File: config.mk
export PLATFORM = sky130hd
export DESIGN_NAME = dmem_block_mover
export DESIGN_NICKNAME = d
export VERILOG_FILES = /design/src/rtl/dmem_mover_pkg.sv /design/src/rtl/dmem_addr_counter.sv /design/src/rtl/dmem_block_mover.sv
export SDC_FILE = /design/constraint.sdc
export NUM_CORES = 1
export LEC_CHECK = 0
export ABC_AREA = 1
export CELL_PAD_IN_SITES_DETAIL_PLACEMENT = 1
export CELL_PAD_IN_SITES_GLOBAL_PLACEMENT = 1
export CORE_MARGIN = 4
export CORE_UTILIZATION = 26
export DETAILED_ROUTE_END_ITERATION = 8
export PLACE_DENSITY_LB_ADDON = 0.12
export RECOVER_POWER = 25
export SYNTH_ARGS = -nofsm -noshare
export SYNTH_HDL_FRONTEND = slang
export SYNTH_SLANG_ARGS = --single-unit
File: constraint.sdc
create_clock -name clock -period 8.9 [get_ports clock]
set_clock_uncertainty 0.1 [all_clocks]
set_input_delay 1.78 -clock clock [delete_from_list [all_inputs] [get_ports clock]]
set_output_delay 1.78 -clock clock [all_outputs]
set_load 0.05 [all_outputs]
File: src/rtl/dmem_mover_pkg.sv
// Shared definitions for the data-memory block mover: state encoding,
// mode values, address step and the default word-count width.
package dmem_mover_pkg;

   localparam int          DEFAULT_LEN_W = 8;
   localparam logic        MODE_COPY     = 1'b0;
   localparam logic        MODE_FILL     = 1'b1;
   localparam logic [31:0] WORD_STEP     = 32'd4;

   typedef enum logic [2:0] {
      ST_IDLE = 3'd0,
      ST_REQ  = 3'd1,
      ST_RD   = 3'd2,
      ST_WR   = 3'd3,
      ST_DONE = 3'd4
   } state_t;

   // Byte address forced onto a word boundary.
   function automatic logic [31:0] word_align(input logic [31:0] a);
      return {a[31:2], 2'b00};
   endfunction

endpackage

File: src/rtl/dmem_addr_counter.sv
// Word-address pointer: loads a word-aligned start address and steps by one
// word per request, wrapping modulo 2^32.
module dmem_addr_counter
   import dmem_mover_pkg::*;
(
   input  logic        clock,
   input  logic        clr,
   input  logic        load,
   input  logic [31:0] load_addr,
   input  logic        step,
   output logic [31:0] ptr
);

   logic [31:0] ptr_reg;

   // Load has priority over step; plain 32-bit add gives the wrap for free.
   always_ff @(posedge clock or posedge clr) begin
      if (clr) begin
         ptr_reg <= '0;
      end else if (load) begin
         ptr_reg <= word_align(load_addr);
      end else if (step) begin
         ptr_reg <= ptr_reg + WORD_STEP;
      end
   end

   assign ptr = ptr_reg;

endmodule

File: src/rtl/dmem_block_mover.sv
// Data-memory bus initiator: copies a block of words between two address
// ranges, or fills a range with a constant, sharing the CPU's data port via
// a request/grant handshake. Every output comes straight from a register.
module dmem_block_mover
   import dmem_mover_pkg::*;
#(
   parameter int LEN_W = DEFAULT_LEN_W
)
(
   input  logic             clock,
   input  logic             clr,
   input  logic             start,
   input  logic             mode,
   input  logic [31:0]      src_addr,
   input  logic [31:0]      dst_addr,
   input  logic [LEN_W-1:0] len,
   input  logic [31:0]      fill_data,
   output logic             bus_req,
   input  logic             bus_gnt,
   output logic [31:0]      addr,
   output logic [31:0]      datain,
   output logic             we,
   input  logic [31:0]      dataout,
   output logic             busy,
   output logic             done,
   output logic [LEN_W-1:0] words_done
);

   localparam int SRC = 0;
   localparam int DST = 1;

   state_t           state_reg, state_next;
   logic             mode_reg;
   logic [LEN_W-1:0] len_reg;
   logic [31:0]      fill_reg;
   logic [LEN_W-1:0] words_done_reg;

   // Output registers; data_reg doubles as the captured read word and the
   // write-data driver, and is zero whenever the mover is not writing.
   logic [31:0]      data_reg, data_next;
   logic [31:0]      addr_reg, addr_next;
   logic             we_reg, we_next;
   logic             bus_req_reg, bus_req_next;
   logic             busy_reg, busy_next;
   logic             done_reg, done_next;

   logic             ptr_load;
   logic [1:0]       ptr_step;
   logic [31:0]      ptr_load_addr [2];
   logic [31:0]      ptr_val [2];

   logic             accept;
   logic             last_word;
   logic             wd_inc;

   assign ptr_load_addr[SRC] = src_addr;
   assign ptr_load_addr[DST] = dst_addr;

   genvar gi;
   generate
      for (gi = 0; gi < 2; gi++) begin : g_ptr
         dmem_addr_counter u_cnt (
            .clock     (clock),
            .clr       (clr),
            .load      (ptr_load),
            .load_addr (ptr_load_addr[gi]),
            .step      (ptr_step[gi]),
            .ptr       (ptr_val[gi])
         );
      end
   endgenerate

   assign accept    = (state_reg == ST_IDLE) && start;
   assign last_word = ((words_done_reg + LEN_W'(1)) == len_reg);

   // Next-state logic; grant is only looked at on word boundaries.
   always_comb begin
      state_next = state_reg;
      ptr_load   = 1'b0;
      ptr_step   = 2'b00;
      wd_inc     = 1'b0;
      unique case (state_reg)
         ST_IDLE: begin
            if (start) begin
               ptr_load   = 1'b1;
               state_next = (len == '0) ? ST_DONE : ST_REQ;
            end
         end
         ST_REQ: begin
            if (bus_gnt) begin
               state_next = (mode_reg == MODE_FILL) ? ST_WR : ST_RD;
            end
         end
         ST_RD: begin
            ptr_step[SRC] = 1'b1;
            state_next    = ST_WR;
         end
         ST_WR: begin
            ptr_step[DST] = 1'b1;
            wd_inc        = 1'b1;
            if (last_word) begin
               state_next = ST_DONE;
            end else if (bus_gnt) begin
               state_next = (mode_reg == MODE_FILL) ? ST_WR : ST_RD;
            end else begin
               state_next = ST_REQ;
            end
         end
         ST_DONE: begin
            state_next = ST_IDLE;
         end
         default: begin
            state_next = ST_IDLE;
         end
      endcase
   end

   // Output values for the cycle being entered, so the registered outputs
   // line up with the registered state. Pointers are sampled before they
   // step, except when a fill stays in WR and needs the following word.
   always_comb begin
      bus_req_next = (state_next == ST_REQ) || (state_next == ST_RD) ||
                     (state_next == ST_WR);
      busy_next    = (state_next != ST_IDLE);
      done_next    = (state_next == ST_DONE);
      we_next      = (state_next == ST_WR);
      addr_next    = '0;
      data_next    = '0;
      if (state_next == ST_RD) begin
         addr_next = ptr_val[SRC];
      end else if (state_next == ST_WR) begin
         addr_next = (state_reg == ST_WR) ? (ptr_val[DST] + WORD_STEP) : ptr_val[DST];
         data_next = (mode_reg == MODE_FILL) ? fill_reg : dataout;
      end
   end

   // State, request parameters, progress counter and output registers.
   always_ff @(posedge clock or posedge clr) begin
      if (clr) begin
         state_reg      <= ST_IDLE;
         mode_reg       <= MODE_COPY;
         len_reg        <= '0;
         fill_reg       <= '0;
         words_done_reg <= '0;
         data_reg       <= '0;
         addr_reg       <= '0;
         we_reg         <= 1'b0;
         bus_req_reg    <= 1'b0;
         busy_reg       <= 1'b0;
         done_reg       <= 1'b0;
      end else begin
         state_reg   <= state_next;
         data_reg    <= data_next;
         addr_reg    <= addr_next;
         we_reg      <= we_next;
         bus_req_reg <= bus_req_next;
         busy_reg    <= busy_next;
         done_reg    <= done_next;
         if (accept) begin
            mode_reg       <= mode;
            len_reg        <= len;
            fill_reg       <= fill_data;
            words_done_reg <= '0;
         end else if (wd_inc) begin
            words_done_reg <= words_done_reg + LEN_W'(1);
         end
      end
   end

   assign bus_req    = bus_req_reg;
   assign addr       = addr_reg;
   assign datain     = data_reg;
   assign we         = we_reg;
   assign busy       = busy_reg;
   assign done       = done_reg;
   assign words_done = words_done_reg;

endmodule

## Word level (Yosys, flattened, before mapping)

Index checks and enable logic that the tools add are counted.

- Register bits after elaboration: 184
- Logic and storage cells: 56

- Add/sub/neg operators: 3
- Eq/ne operators: 8
- Multiplexer cells: 23
- Reductions and logical operators: 9

Operators by type and width:

| kind | count |
|---|---|
| 32-bit 2-to-1 mux | 10 |
| 32-bit by 3-bit adder with 32-bit output, second input constant | 2 |
| 8-bit 2-to-1 mux | 2 |
| 3-bit by 2-bit equality test with 1-bit output, second input constant | 4 |
| 3-bit 2-to-1 mux | 4 |
| 3-bit case mux with 4 select lines | 1 |
| 8-bit by 1-bit adder with 8-bit output, second input constant | 1 |
| 8-bit equality test | 1 |
| 8-bit logical NOT | 1 |
| 3-bit by 1-bit equality test with 1-bit output, second input constant | 2 |
| 2-bit nonzero test | 3 |
| 1-bit 2-to-1 mux | 5 |
| 3-bit equality test, second input constant | 1 |
| 3-bit logical NOT | 1 |
| 3-bit nonzero test | 1 |
| 1-bit logical OR | 2 |
| 2-bit 2-to-1 mux | 1 |
| 1-bit logical AND | 1 |

## Logic depth before layout (Yosys ltp)

- Depth in word-level cells: 7
- Mapped depth: 15
- Mapped depth without buffers: 14

## Modules after synthesis

A second synthesis with hierarchy kept.

- Cell total of the unflattened synthesis: 1353
- Area total of the unflattened synthesis: 10410.0 sq um

Modules (own cells, without submodules):

| module | times used | cells each | area an instance (sq um) | sequential area each (sq um) |
|---|---|---|---|---|
| dmem_block_mover | 1 | 739 | 6160.9 | 3002.9 |
| dmem_addr_counter | 2 | 307 | 2124.5 | 750.7 |

## Worst setup path after synthesis

OpenSTA, ideal clock, no wires.

- Path kind: input-to-reg
- From: input port start
- To: register g_ptr[1].u_cnt.ptr_reg[31]
- Data arrival time: 2.783 ns
- Path slack: 5.934 ns
- Cell stages on the path: 8
- Path buffers: 2
- Path through: inv_1 -> nor2_1 -> buf_2 -> inv_1 -> nand2_1 -> clkbuf_1 -> o21ai_0 -> o22ai_1

- Cells in the longest elaborated chain, start to end: 3

Ends and longest elaborated chain:

| element | RTL line | text |
|---|---|---|
| from (decl) | dmem_block_mover.sv:12 | `input logic start,` |
| 1-bit 2-to-1 mux * | dmem_block_mover.sv:84 | `if (start) begin` |
| 1-bit 2-to-1 mux * | dmem_block_mover.sv:82 | `unique case (state_reg)` |
| 32-bit 2-to-1 mux / 2-bit nonzero test (equally long branches) | - |  |
| to (signal assigned) | dmem_addr_counter.sv:21 | `ptr_reg <= word_align(load_addr);` |
| to (signal assigned) | dmem_addr_counter.sv:23 | `ptr_reg <= ptr_reg + WORD_STEP;` |
| to (decl) | dmem_addr_counter.sv:14 | `logic [31:0] ptr_reg;` |

Mark *: on every way between the ends. The rest lies on a longest branch, timed or not.
A chain may end at the register's enable or synchronous reset.

==> impl_metrics.py <==
metrics = {
    "run_status": {
        "status": "finished with violations",
        "violations": "capacitance limit, slew limit",
    },
    "sta": {
        "clock.fmax_mhz": 168,
        "min_period_ns": 5.95,
        "setup_repair_after_global_routing_missed_its_margin": "no",
        "worst_hold_slack_ns": 0.410,
        "setup_viol": 0,
        "report.final.hold_viol_count": 0,
        "worst_pin_slew_ns": 4.99,
        "timing_max_transition_violations_final": 106,
        "relative_slew_slack_pct": -235,
        "timing.final.crit_share_pct": 66.9,
        "fin_tns_setup_ns": 0,
    },
    "logic_synthesis": {
        "dominantRegCellSynth": "sky130_fd_sc_hd__dfrtp_1",
        "synth.distinct_cells": 42,
        "async_flop_share_pct": 100,
        "synth.ff_latch_count": 179,
        "yosysWarningCount": 0,
        "ys_seq_area_share_pct": 47.2,
        "avgSynthCellArea_um2": 7.52,
        "synthesis.nets": 1406,
        "number_of_flops_mapped_to_enable_cells_by_yosys": 0,
        "netlist_instances": 1262,
        "area_of_the_mapped_netlist_um2": 9490,
    },
    "route": {
        "drc": 0,
        "detail_route.first_pass.iterations": 4,
        "drt-initial-drc-count": 363,
        "viasPerCell": 4.77,
        "avgRoutedWirePerCell_um": 18.3,
        "final_wirelength_mm": 35.2,
        "detailroute.via_count": 9147,
        "final_antenna_net_count": 0,
    },
    "setup_path": {
        "worst_setup_path_end_kind": "async pin",
        "timing.setup.critical_path_class": "in2async",
        "worst_setup_path_start_kind": "input pin",
        "reg2reg_slack_ns": 4.75,
        "crit_arrival_ns": 6.29,
        "timing.critical_path.fanout_max": 105,
        "crit_required_ns": 9.23,
    },
    "cts": {
        "post_cts_buffers": 0,
        "cts_num_sinks": 179,
        "cts.path.max_buffers": 2,
        "number_of_gates_resized_after_cts": 0,
        "clock_tree_from_tritoncts": "done",
        "clock-root-buffer": "sky130_fd_sc_hd__clkbuf_16",
        "cts_max_level": 4,
        "worst_setup_hold_path_clk_slew_ns": 0.08,
        "cts_hold_repair.buffers": 0,
        "cts_made_buffers": 17,
        "insertion_delay_ns": 0.46,
    },
    "final_layout": {
        "share_of_post_route_cells_with_drive_strength_above_1_pct": 4.32,
        "max_ffs_per_register": 60,
        "nets": 1588,
        "antenna_cells_inserted": 0,
        "flow.area_growth_from_synthesis_pct": 32.7,
        "final.fill_count": 4304,
    },
    "job": {
        "max-cap-violations": 1,
    },
    "power_and_ir_drop": {
        "cellPowerDensity_nw_per_um2": 364,
        "leakagePower_nw": 5.61,
        "cellInternalPower_mw": 2.27,
        "vdd_drop_max_mv": 0.164,
        "p_sw_mw": 2.32,
        "comb_power_share_pct": 50.0,
        "sequentialPowerShare_pct": 32.8,
        "switching_portion_of_total_power_pct": 50.5,
        "clkPwrFrac_pct": 17.2,
    },
    "floorplan": {
        "floorplan.core_area_um2": 35800,
        "pin_count": 217,
        "rows": 69,
        "die_height_um": 199,
        "dieArea_um2": 39600,
        "die_width_um": 199,
        "floorplan.initialDensity_pct": 26.5,
    },
    "global_route": {
        "initial_antenna_violation_count": 6,
        "number_of_global_route_vias_before_repair": 9607,
        "grt_pass1_wl_mm": 55.2,
        "total_overflow_reported_by_the_global_router": 0,
        "pin_count_of_the_biggest_net_entering_global_routing": 106,
        "grt_util_all_layers_pct": 17.9,
    },
    "placement": {
        "dp_hpwl_mm": 25.9,
        "place.gp.congestion": 0.850,
        "buffer_ports.inserted": 212,
    },
    "hold_path": {
        "hold_class": "reg2reg",
    },
}
-- layout by cell type, fill, tap and decap left out, types with 3 or more instances in the layout --
master                            synthesis  routed
sky130_fd_sc_hd__inv_6                    0       5
sky130_fd_sc_hd__nand2_1                307     307
sky130_fd_sc_hd__xor2_1                  14      14
sky130_fd_sc_hd__nand3b_1                 3       3
sky130_fd_sc_hd__clkdlybuf4s50_1          0     210
sky130_fd_sc_hd__nand4_1                 17      17
sky130_fd_sc_hd__inv_8                    0       5
sky130_fd_sc_hd__ha_1                     3       3
sky130_fd_sc_hd__o211ai_1                23      23
sky130_fd_sc_hd__nand3_1                144     144
sky130_fd_sc_hd__o21ai_0                157     157
sky130_fd_sc_hd__o221ai_1                 5       5
sky130_fd_sc_hd__clkbuf_16                0      17
sky130_fd_sc_hd__nor3_1                  21      21
sky130_fd_sc_hd__a22oi_1                  7       7
sky130_fd_sc_hd__a21oi_1                 11      11
sky130_fd_sc_hd__dfrtp_1                179     178
sky130_fd_sc_hd__nand2_2                  4       4
sky130_fd_sc_hd__clkinv_8                 0       4
sky130_fd_sc_hd__or2_2                    7       7
sky130_fd_sc_hd__nor2_1                 114     114
sky130_fd_sc_hd__xnor2_1                  5       5
sky130_fd_sc_hd__o22ai_1                 11      11
sky130_fd_sc_hd__inv_1                  148     147
sky130_fd_sc_hd__buf_4                    7       8
-- cells by family after synthesis --
logic type | after synthesis | synth area share (%)
flip-flops | 179 | 47.2
other | 1 | 0.0395
adder cells (fa/ha/maj) | 3 | 0.396
XOR/XNOR | 19 | 1.75
AND/OR/NAND/NOR | 628 | 28.5
multiplexers | 1 | 0.105
AO/OA/AOI/OAI | 224 | 13.3
buffers and inverters | 207 | 8.69
-- cell usage after synthesis, types with 14 or more instances --
cell | n | area, um^2
sky130_fd_sc_hd__nand4_1 | 17 | 106
sky130_fd_sc_hd__nor3_1 | 21 | 105
sky130_fd_sc_hd__xor2_1 | 14 | 123
sky130_fd_sc_hd__o21ai_0 | 157 | 786
sky130_fd_sc_hd__nand3_1 | 144 | 721
sky130_fd_sc_hd__inv_1 | 148 | 556
sky130_fd_sc_hd__dfrtp_1 | 179 | 4480
sky130_fd_sc_hd__nor2_1 | 114 | 428
sky130_fd_sc_hd__clkbuf_1 | 27 | 101
sky130_fd_sc_hd__nand2_1 | 307 | 1150
sky130_fd_sc_hd__o211ai_1 | 23 | 173
sky130_fd_sc_hd__buf_2 | 17 | 85.1
-- worst max-delay path, cell delays in order --
cell and delay [ns]:
sky130_fd_sc_hd__dlygate4sd3_1 0.54, sky130_fd_sc_hd__clkinvlp_2 2.74, sky130_fd_sc_hd__buf_4 1.13
-- layout make-up --
type | count | area [um^2] | area share, %
clock inverter | 15 | 174 | 1.38
sequential | 179 | 4480 | 35.6
inverter | 150 | 564 | 4.48
tap | 461 | 577 | 4.58
timing repair buffer | 220 | 2180 | 17.3
clock buffer | 17 | 425 | 3.38
multi-input combinational | 876 | 4190 | 33.3
-- per-stage QoR --
| step | util [%] | total power [mW] | std cells | instance area [um^2] | worst slack (ns) |
|---|---|---|---|---|---|
| 3_5_place_dp | 33.5 | 3.86 | 1886 | 12000 | 3.67 |
| 5_1_grt | 35.1 | 4.98 | 1918 | 12600 | 2.06 |
| 3_3_place_gp | 33.5 | 3.81 | 1886 | 12000 | 3.73 |
| 6_report | 35.1 | 4.59 | 1918 | 12600 | 2.95 |
| 2_1_floorplan | - | 3.03 | 1262 | 9490 | 2.16 |
| 4_1_cts | 35.2 | 4.68 | 1918 | 12600 | 4.17 |
-- power by group through the flow --
| stage | Sequential, mW | Clock (mW) | Combinational, mW |
|---|---|---|---|
| floorplan | 1.82 | 0 | 1.21 |
| global placement | 1.52 | 0 | 2.29 |
| detailed placement | 1.53 | 0 | 2.33 |
| CTS | 1.52 | 0.819 | 2.34 |
| global route | 1.56 | 0.847 | 2.57 |
| finish | 1.51 | 0.788 | 2.29 |
-- final timing paths --
path,endpoint,startpoint,depth (start not counted)
max reg2reg,g_ptr[0].u_cnt.ptr[21],state_reg[0],10
min reg2reg,len_reg[0],len_reg[0],2
min in group asynchronous,g_ptr[0].u_cnt.ptr[14],clr,2
max,len_reg[3],clr,3
max in group clock,g_ptr[0].u_cnt.ptr[21],start,10
min,len_reg[0],len_reg[0],2
-- metal layers --
layer / up-vias / share of wire, % / GRT usage (%)
met3: 29 / 7.1 / 6.04
met4: 10 / 1.1 / 4.10
met2: 174 / 47 / 29.3
met5: - / 0.18 / 0
li1: 4480 / - / -
met1: 4454 / 44 / 23.1
Note: power is estimated with default switching activity, not from simulation.
